**config.mk**
```make
export PLATFORM = sky130hd
export DESIGN_NAME = alarm_zone_ctrl
export DESIGN_NICKNAME = d
export VERILOG_FILES = /design/src/rtl/alarm_zone_ctrl.sv
export SDC_FILE = /design/constraint.sdc
export NUM_CORES = 1
export LEC_CHECK = 0
export CAP_MARGIN = 20
export CELL_PAD_IN_SITES_DETAIL_PLACEMENT = 1
export CELL_PAD_IN_SITES_GLOBAL_PLACEMENT = 1
export CORE_AREA = 2 2 60 62
export CTS_CLUSTER_DIAMETER = 60
export CTS_CLUSTER_SIZE = 30
export DETAILED_ROUTE_END_ITERATION = 7
export DIE_AREA = 0 0 62 64
export PLACE_DENSITY = 0.78
export SETUP_SLACK_MARGIN = 0.3
export SLEW_MARGIN = 10
export SYNTH_ARGS = -nofsm -noshare
export SYNTH_HDL_FRONTEND = slang
export SYNTH_SLANG_ARGS = --single-unit
```
**constraint.sdc**
```tcl
create_clock -name clk -period 2.6 [get_ports clk]
set_input_delay 0.65 -clock clk [delete_from_list [all_inputs] [get_ports clk]]
set_output_delay 0.65 -clock clk [all_outputs]
set_load 0.1 [all_outputs]
```
**src/rtl/alarm_zone_ctrl.sv**
```systemverilog
// Multi-zone alarm controller: arm/disarm FSM with exit/entry delays, bounded siren and sticky trip record.
// Optional build macro ALARM_INSTANT_Z0_EN makes zone 0 an instant (no entry delay) zone.
module alarm_zone_ctrl #(
   parameter int N_ZONES   = 4,
   parameter int CNT_W     = 8,
   parameter int EXIT_DLY  = 16,
   parameter int ENTRY_DLY = 16,
   parameter int SIREN_CYC = 64
) (
   input  logic               clk,
   input  logic               rst_n,
   input  logic               enable,
   input  logic               seq,
   input  logic [N_ZONES-1:0] mov,
   input  logic [N_ZONES-1:0] zone_mask,
   output logic [2:0]         state,
   output logic               armed,
   output logic               siren,
   output logic [N_ZONES-1:0] trip_zones
);

   typedef enum logic [2:0] {
      UNARMED = 3'b000,
      EXIT    = 3'b001,
      ARMED   = 3'b010,
      ENTRY   = 3'b011,
      ALARM   = 3'b100
   } state_t;

   localparam logic [CNT_W-1:0] CNT_ZERO = {CNT_W{1'b0}};
   localparam logic [CNT_W-1:0] CNT_ONE  = CNT_W'(1);
   localparam logic [CNT_W-1:0] EXIT_LD  = CNT_W'(EXIT_DLY - 1);
   localparam logic [CNT_W-1:0] ENTRY_LD = CNT_W'(ENTRY_DLY - 1);
   localparam logic [CNT_W-1:0] SIREN_LD = CNT_W'(SIREN_CYC - 1);

   state_t             state_r;
   logic [CNT_W-1:0]   cnt_r;
   logic               siren_r;
   logic               armed_r;
   logic [N_ZONES-1:0] trip_r;
   logic [N_ZONES-1:0] act_s;
   logic               instant_s;
   logic               cnt_zero_s;

   assign act_s      = mov & ~zone_mask;
   assign cnt_zero_s = (cnt_r == CNT_ZERO);

`ifdef ALARM_INSTANT_Z0_EN
   assign instant_s = act_s[0];
`else
   assign instant_s = 1'b0;
`endif

   // Arm/disarm FSM; enable outranks counter expiry, which outranks zone activity.
   // While a keypad strobe is being served, zone activity is not recorded that cycle.
   always_ff @(posedge clk or negedge rst_n) begin
      if (!rst_n) begin
         state_r <= UNARMED;
         cnt_r   <= CNT_ZERO;
         siren_r <= 1'b0;
         armed_r <= 1'b0;
         trip_r  <= {N_ZONES{1'b0}};
      end else begin
         case (state_r)
            UNARMED: begin
               siren_r <= 1'b0;
               armed_r <= 1'b0;
               if (enable && seq) begin
                  state_r <= EXIT;
                  cnt_r   <= EXIT_LD;
                  trip_r  <= {N_ZONES{1'b0}};
               end else begin
                  cnt_r   <= CNT_ZERO;
               end
            end
            EXIT: begin
               siren_r <= 1'b0;
               if (enable && seq) begin
                  state_r <= UNARMED;
                  cnt_r   <= CNT_ZERO;
                  armed_r <= 1'b0;
               end else if (enable) begin
                  armed_r <= 1'b0;
               end else if (cnt_zero_s) begin
                  state_r <= ARMED;
                  armed_r <= 1'b1;
               end else begin
                  cnt_r   <= cnt_r - CNT_ONE;
                  armed_r <= 1'b0;
               end
            end
            ARMED: begin
               if (enable && seq) begin
                  state_r <= UNARMED;
                  cnt_r   <= CNT_ZERO;
                  siren_r <= 1'b0;
                  armed_r <= 1'b0;
               end else if (enable) begin
                  state_r <= ALARM;
                  cnt_r   <= SIREN_LD;
                  siren_r <= 1'b1;
                  armed_r <= 1'b0;
               end else if (instant_s) begin
                  state_r <= ALARM;
                  cnt_r   <= SIREN_LD;
                  siren_r <= 1'b1;
                  armed_r <= 1'b0;
                  trip_r  <= trip_r | act_s;
               end else if (|act_s) begin
                  state_r <= ENTRY;
                  cnt_r   <= ENTRY_LD;
                  siren_r <= 1'b0;
                  armed_r <= 1'b1;
                  trip_r  <= trip_r | act_s;
               end else begin
                  cnt_r   <= CNT_ZERO;
                  siren_r <= 1'b0;
                  armed_r <= 1'b1;
               end
            end
            ENTRY: begin
               if (enable && seq) begin
                  state_r <= UNARMED;
                  cnt_r   <= CNT_ZERO;
                  siren_r <= 1'b0;
                  armed_r <= 1'b0;
               end else if (enable) begin
                  state_r <= ALARM;
                  cnt_r   <= SIREN_LD;
                  siren_r <= 1'b1;
                  armed_r <= 1'b0;
               end else begin
                  trip_r  <= trip_r | act_s;
                  if (instant_s || cnt_zero_s) begin
                     state_r <= ALARM;
                     cnt_r   <= SIREN_LD;
                     siren_r <= 1'b1;
                     armed_r <= 1'b0;
                  end else begin
                     cnt_r   <= cnt_r - CNT_ONE;
                     siren_r <= 1'b0;
                     armed_r <= 1'b1;
                  end
               end
            end
            ALARM: begin
               armed_r <= 1'b0;
               if (enable && seq) begin
                  state_r <= UNARMED;
                  cnt_r   <= CNT_ZERO;
                  siren_r <= 1'b0;
               end else if (enable) begin
                  cnt_r   <= SIREN_LD;
                  siren_r <= 1'b1;
               end else begin
                  trip_r  <= trip_r | act_s;
                  // Counter parks at zero once the siren period is spent; alarm stays silent.
                  if (cnt_zero_s) begin
                     siren_r <= 1'b0;
                  end else begin
                     cnt_r   <= cnt_r - CNT_ONE;
                  end
               end
            end
            default: begin
               state_r <= UNARMED;
               cnt_r   <= CNT_ZERO;
               siren_r <= 1'b0;
               armed_r <= 1'b0;
            end
         endcase
      end
   end

   assign state      = state_r;
   assign armed      = armed_r;
   assign siren      = siren_r;
   assign trip_zones = trip_r;

endmodule

```
==> results of run 1 <==
-- sequential cells by signal, indices dropped and copies added (netlist names) --
register and flops:
siren 1, trip_zones 4, cnt_r 8, state 3
armed 1
-- metal layers --
metal | vias to the layer above | global-route usage (%)
li1 | 570 | -
met1 | 591 | 27.6
met2 | 22 | 33.5
met3 | 4 | 3.85
met4 | 0 | 4.52
met5 | - | 0
-- kinds of logic after synthesis --
kind of cell / count (synthesis)
AOI/OAI and AO/OA: 48
adders and majority gates: 3
and+or+nand+nor: 48
DFF: 17
buffers and inverters: 16
xor gates and xnor gates: 5
-- worst register-to-register path: cells and delay by family (launching register included) --
family | cells | cell delay, ns
compound gates | 2 | 0.44
flops | 1 | 0.41
simple gates | 3 | 0.96
buf+inv | 2 | 0.13
fa+ha+maj | 1 | 0.27
-- area by class of cell --
class | count | area (µm²) | share of cell area (%)
clock buffer | 4 | 26.3 | 1.68
timing repair buffer | 34 | 285 | 18.2
inverter | 8 | 30.0 | 1.92
sequential | 17 | 427 | 27.3
multi-input combinational | 104 | 739 | 47.2
tap | 46 | 57.6 | 3.68
-- power groups by stage --
stage | sequential [µW] | combinational (µW) | clock, µW
2_1_floorplan | 779 | 666 | 0
5_1_grt | 535 | 1460 | 159
3_3_place_gp | 512 | 1200 | 0
3_5_place_dp | 513 | 1240 | 0
6_report | 510 | 1350 | 142
4_1_cts | 509 | 1320 | 147
-- cells in the final DEF (no fill, tap or decap), types with 2 or more instances in the layout --
cell type,count
a31oi_1,2
clkbuf_4,3
nor2_1,7
dfrtp_1,16
nor4_1,3
a21oi_1,12
nor3_1,3
buf_4,23
o211ai_1,2
nand2b_1,4
xor2_1,3
a211o_1,2
nand3_1,2
a21o_1,4
or3b_2,2
ha_1,2
a211oi_1,2
inv_1,7
clkdlybuf4s50_1,10
o41ai_1,2
xnor2_1,2
o21ai_0,6
nand2_1,8
nor2b_1,6
a22o_1,4
-- final timing paths --
kind	startpoint	endpoint	slack, ns	cells past startpoint
min in group asynchronous	rst_n	cnt_r[2]$_DFFE_PN0N_	0.68	2
worst min register to register	trip_zones[3]$_DFFE_PN0P_	trip_zones[3]$_DFFE_PN0P_	0.53	1
max in group asynchronous	rst_n	state[1]$_DFFE_PN0P_	1.70	2
worst max register to register	cnt_r[5]$_DFFE_PN0N_	cnt_r[0]$_DFFE_PN0N_	0.31	8
worst max-delay path	cnt_r[5]$_DFFE_PN0N_	cnt_r[0]$_DFFE_PN0N_	0.31	8
worst min-delay path	trip_zones[3]$_DFFE_PN0P_	trip_zones[3]$_DFFE_PN0P_	0.53	1
-- metrics by stage --
| step | power, µW | hold WS (ns) | std cells |
|---|---|---|---|
| after floorplan | 1450 | 0.354 | 137 |
| after global placement | 1710 | 0.505 | 203 |
| after detailed placement | 1750 | 0.523 | 203 |
| after CTS | 1970 | 0.545 | 212 |
| after global routing | 2160 | 0.562 | 213 |
| final | 2000 | 0.531 | 213 |
-- repair_timing --
action	CTS	global route
setup endpoints to repair	1	6
buffers inserted	5	1
pin swaps	4	2
gates resized for setup	1	5
==> impl_metrics.tcl, run 1 <==
set metrics [dict create \
    drc 0 \
    drt_wl_total_um 3670 \
    synth_area_um2 1240 \
    overflow 0 \
    diodes 0 \
    crit_path_end_kind "register" \
    leakage_uw 0.000686 \
    synthTopCellsByCount "dfrtp_1 (17), a21oi_1 (12), nand2_1 (8)" \
    path_cells "or4_4, nor4b_4, inv_2, ha_4, inv_1, o32a_1, o22a_1, nand2_1" \
    hold_violations 0 \
    p_comb_share_pct 67.4 \
    drt-vias-per-instance 5.57 \
    status "complete, no violations" \
    yosysUniqueCellTypes 50 \
    rows 21 \
    routabilityCongestion 0.871 \
    nets 183 \
    top_layer_used "met4" \
    crit_family "simple AND/OR/NAND/NOR gates" \
    post-route-period-util_pct 88.1 \
    cp_slowest_cell "or4_4" \
    arrival_ns 2.51 \
    grt_pass1_wl_um 6150 \
    clk_pin_slew_ns 0.11 \
    critical_path_class "register to register" \
    synth_simple_gate_area_share_pct 23.8 \
    wl_met1_um 1600 \
    p_int_uw 930 \
    synth_warnings 0 \
    core_area_um2 3280 \
    rsz0062_at_grt "true" \
    antenna_left 0 \
    die_w_um 62 \
    synth_area_leaders "dfrtp_1 (34%), a21oi_1 (4.8%), clkbuf_8 (3.3%), ha_1 (3.0%), nor2b_1 (3.0%)" \
    tightest_slew_ns 0.502 \
    synth_compound_area_share_pct 26.8 \
    insertion_delay_ns 0.29 \
    powerDensity_nw_per_um2 1280 \
    setup_slack_ns 0.311 \
    clockBufferDepth 2 \
    ys_ff_latch 17 \
    synth_top_flop_cell "dfrtp_1" \
    clock_tree.root_cell "clkbuf_4" \
    final_design_area_no_fill_um2 1570 \
    synth-xor-area-share_pct 3.54 \
    synth_nets 152 \
    synth.area.mux_share_pct 0 \
    cts_tree "yes" \
    ir_worst_vdd_mv 0.456 \
    synth_edf_count 0 \
    grt_pass1_vias 1251 \
    post-place-ws_ns 0.0601 \
    yosysSeqAreaShare_pct 34.3 \
    wl_per_cell_um 17.2 \
    start_kind "register" \
    dr.first_iter.drc_count 53 \
    critPathRequiredTime_ns 2.82 \
    met3_length_um 137 \
    pwr-share-seq_pct 25.5 \
    sw_frac_of_total_pct 53.5 \
    cts-htree-levels 1 \
    placed_area_um2 1460 \
    p_clk_share_pct 7.1 \
    drtPass1Iterations 4 \
    period_needed_ns 2.29 \
    setup_viol 0 \
    area_growth_pct 26.4 \
    yosysTopAreaCell "dfrtp_1" \
    slew_violations 0 \
    hold_class "register to register" \
    synthArstFlopShare_pct 100 \
    synth_cells 137 \
    nFillCells 384 \
    final_util_pct 47.7 \
    tns_ns 0 \
    cpPeakStageDelay_ns 0.57 \
    clock.fmax_mhz 437 \
    p_sw_uw 1070 \
    drv_cap 0 \
    chipHeight_um 64 \
    numCtsBuffers 3 \
    antenna_found_initial 0 \
    grt.total_usage_pct 20.6 \
    wl_met2_um 1890 \
    synth_top_family_by_area "compound AO/OA/AOI/OAI gates" \
    cp_num_buf_inv 2 \
    num_vias 1187 \
    io_pins 21 \
    clock_skew_ns 0.0138 \
    hpwlAfterDp_um 2660 \
    initial_core_util_pct 37.7 \
    hold_buffers 0 \
    grt_max_degree 21 \
    synthAdderAreaFrac_pct 3.03 \
    synth.most_common_cell "dfrtp_1" \
    avgSynthCellArea_um2 9.04 \
    die_area_um2 3970 \
    synth_top_area_share_pct 34.3 \
    drive_gt1_share_pct 23.4 \
    cts_num_sinks 17 \
    relSlewSlack_pct 66.2 \
    port_buffers 20 \
    critPathMaxFanout 2 \
]
Power figures use the tool's default switching activity.
==> run 2: changes to the inputs <==
--- a/config.mk
+++ b/config.mk
@@ -8,12 +8,12 @@
 export CAP_MARGIN = 20
 export CELL_PAD_IN_SITES_DETAIL_PLACEMENT = 1
 export CELL_PAD_IN_SITES_GLOBAL_PLACEMENT = 1
-export CORE_AREA = 2 2 60 62
+export CORE_AREA = 2 2 64 66
 export CTS_CLUSTER_DIAMETER = 60
 export CTS_CLUSTER_SIZE = 30
 export DETAILED_ROUTE_END_ITERATION = 7
-export DIE_AREA = 0 0 62 64
-export PLACE_DENSITY = 0.78
+export DIE_AREA = 0 0 66 68
+export PLACE_DENSITY = 0.7
 export SETUP_SLACK_MARGIN = 0.3
 export SLEW_MARGIN = 10
 export SYNTH_ARGS = -nofsm -noshare
==> impl_metrics.tcl, run 2 (synthesized netlist as in run 1, its figures left out) <==
set metrics [dict create \
    path_cells "or4_4, nor4b_4, inv_2, ha_4, inv_1, o32a_1, o22a_1, nand2_1" \
    dp_cells 207 \
    crit_path_end_kind "register" \
    routabilityCongestion 0.843 \
    drc 0 \
    relSlewSlack_pct 62.2 \
    tightest_slew_ns 0.561 \
    hold_depth 1 \
    layout_commonest_cell "buf_4" \
    arrival_ns 2.42 \
    overflow 0 \
    num_vias 1206 \
    antenna_left 0 \
    cts_tree "yes" \
    die_area_um2 4490 \
    grt_max_degree 21 \
    slew_violations 0 \
    hold_class "register to register" \
    io_pins 21 \
    start_kind "register" \
    antenna_found_initial 0 \
    r2r_cells 8 \
    drive_gt1_share_pct 22.4 \
    hold_buffers 0 \
    drt-vias-per-instance 5.61 \
    placed_area_um2 1470 \
    nFillCells 473 \
    rsz0062_at_grt "false" \
    hold_violations 0 \
    clock_skew_ns 0.00269 \
    powerDensity_nw_per_um2 1310 \
    die_w_um 66 \
    setup_viol 0 \
    top_register "cnt_r" \
    wl_per_cell_um 17.2 \
    period_needed_ns 2.23 \
    stdcell_count 215 \
    grt.total_usage_pct 18.4 \
    drv_cap 0 \
    cpPeakStageDelay_ns 0.56 \
    nets 181 \
    cp_slowest_cell "or4_4" \
    final_cell_mix "buf_4 (21), dfrtp_1 (16), a21oi_1 (12), clkdlybuf4s50_1 (10), nand2_1 (8)" \
    dr.first_iter.drc_count 78 \
    hpwlAfterDp_um 2630 \
    status "complete, no violations" \
    initial_core_util_pct 32.1 \
    insertion_delay_ns 0.25 \
    leakage_uw 0.000683 \
    grt_pass1_vias 1245 \
    rows 23 \
    numCtsBuffers 3 \
    cts-htree-levels 1 \
    critPathMaxFanout 2 \
    clock.fmax_mhz 449 \
    core_area_um2 3860 \
    final_design_area_no_fill_um2 1560 \
    ir_worst_vdd_mv 0.438 \
    tns_ns 0 \
    cts_num_sinks 17 \
    clockBufferDepth 2 \
    grt_pass1_wl_um 6200 \
    final_util_pct 40.5 \
    post-route-period-util_pct 85.6 \
    critical_path_class "register to register" \
    area_growth_pct 26.2 \
    port_buffers 20 \
    clock_tree.root_cell "clkbuf_8" \
    critPathRequiredTime_ns 2.80 \
    largest_reg_flops 8 \
    drtPass1Iterations 4 \
    diodes 0 \
    clk_pin_slew_ns 0.07 \
    drt_wl_total_um 3710 \
    whs_ns 0.517 \
    chipHeight_um 68 \
]
==> run 2: cell types whose count changed in the layout (fill, tap and decap cells not counted), sizes merged <==
cell	change
buf	-2
clkbuf	-1
clkinv	+1
==> run 2: path summary, 6_finish.rpt <==
kind / startpoint / endpoint / slack, ns
hold / removal: trip_zones[2]$_DFFE_PN0P_ / trip_zones[2]$_DFFE_PN0P_ / 0.52
setup reg to reg: cnt_r[3]$_DFFE_PN0N_ / cnt_r[0]$_DFFE_PN0N_ / 0.37
hold reg to reg: trip_zones[2]$_DFFE_PN0P_ / trip_zones[2]$_DFFE_PN0P_ / 0.52
min in group asynchronous: rst_n / state[0]$_DFFE_PN0P_ / 0.72
max in group asynchronous: rst_n / state[1]$_DFFE_PN0P_ / 1.67
setup / recovery: cnt_r[3]$_DFFE_PN0N_ / cnt_r[0]$_DFFE_PN0N_ / 0.37
==> run 2: repair_timing <==
item	4_1_cts	5_1_grt
pin swaps	4	1
setup endpoints to repair	1	5
buffers inserted	4	0
resized for setup	1	2
==> run 2: critical path: cells and delay by family (launching register included) <==
family | cells | cell delay (ns)
buffers and inverters | 2 | 0.13
AO/OA/AOI/OAI | 2 | 0.45
AND/OR/NAND/NOR | 3 | 0.93
flip-flops | 1 | 0.39
adder cells (fa/ha/maj) | 1 | 0.26
==> run 2: layer usage <==
| layer | share of wire, % | global-route usage [%] | vias up |
|---|---|---|---|
| li1 | - | - | 563 |
| met1 | 42 | 23.0 | 606 |
| met2 | 52 | 30.9 | 33 |
| met3 | 5.2 | 4.77 | 4 |
| met4 | 0.92 | 6.12 | 0 |
| met5 | 0 | 0 | - |
==> run 2: report_power, final <==
group	total [µW]	internal [µW]	switching (µW)
clock	207	106	100
combinational	1320	494	824
sequential	518	356	162
==> run 2: area by class of cell <==
cell class                 count  area (µm²)  share of cell area [%]
inverter                       8        30.0                    1.92
multi-input combinational    104         727                    46.5
sequential                    17         427                    27.3
timing repair buffer          32         270                    17.3
clock inverter                 1        5.00                   0.320
clock buffer                   3        41.3                    2.64
tap                           50        62.6                    4.00
==> run 2: per-stage QoR <==
step | power [µW] | setup WS (ns)
finish | 2040 | 0.373
floorplan | 1450 | 0.236
global route | 2180 | 0.307
CTS | 2030 | 0.339
detailed placement | 1760 | 0.177
global placement | 1720 | 0.216
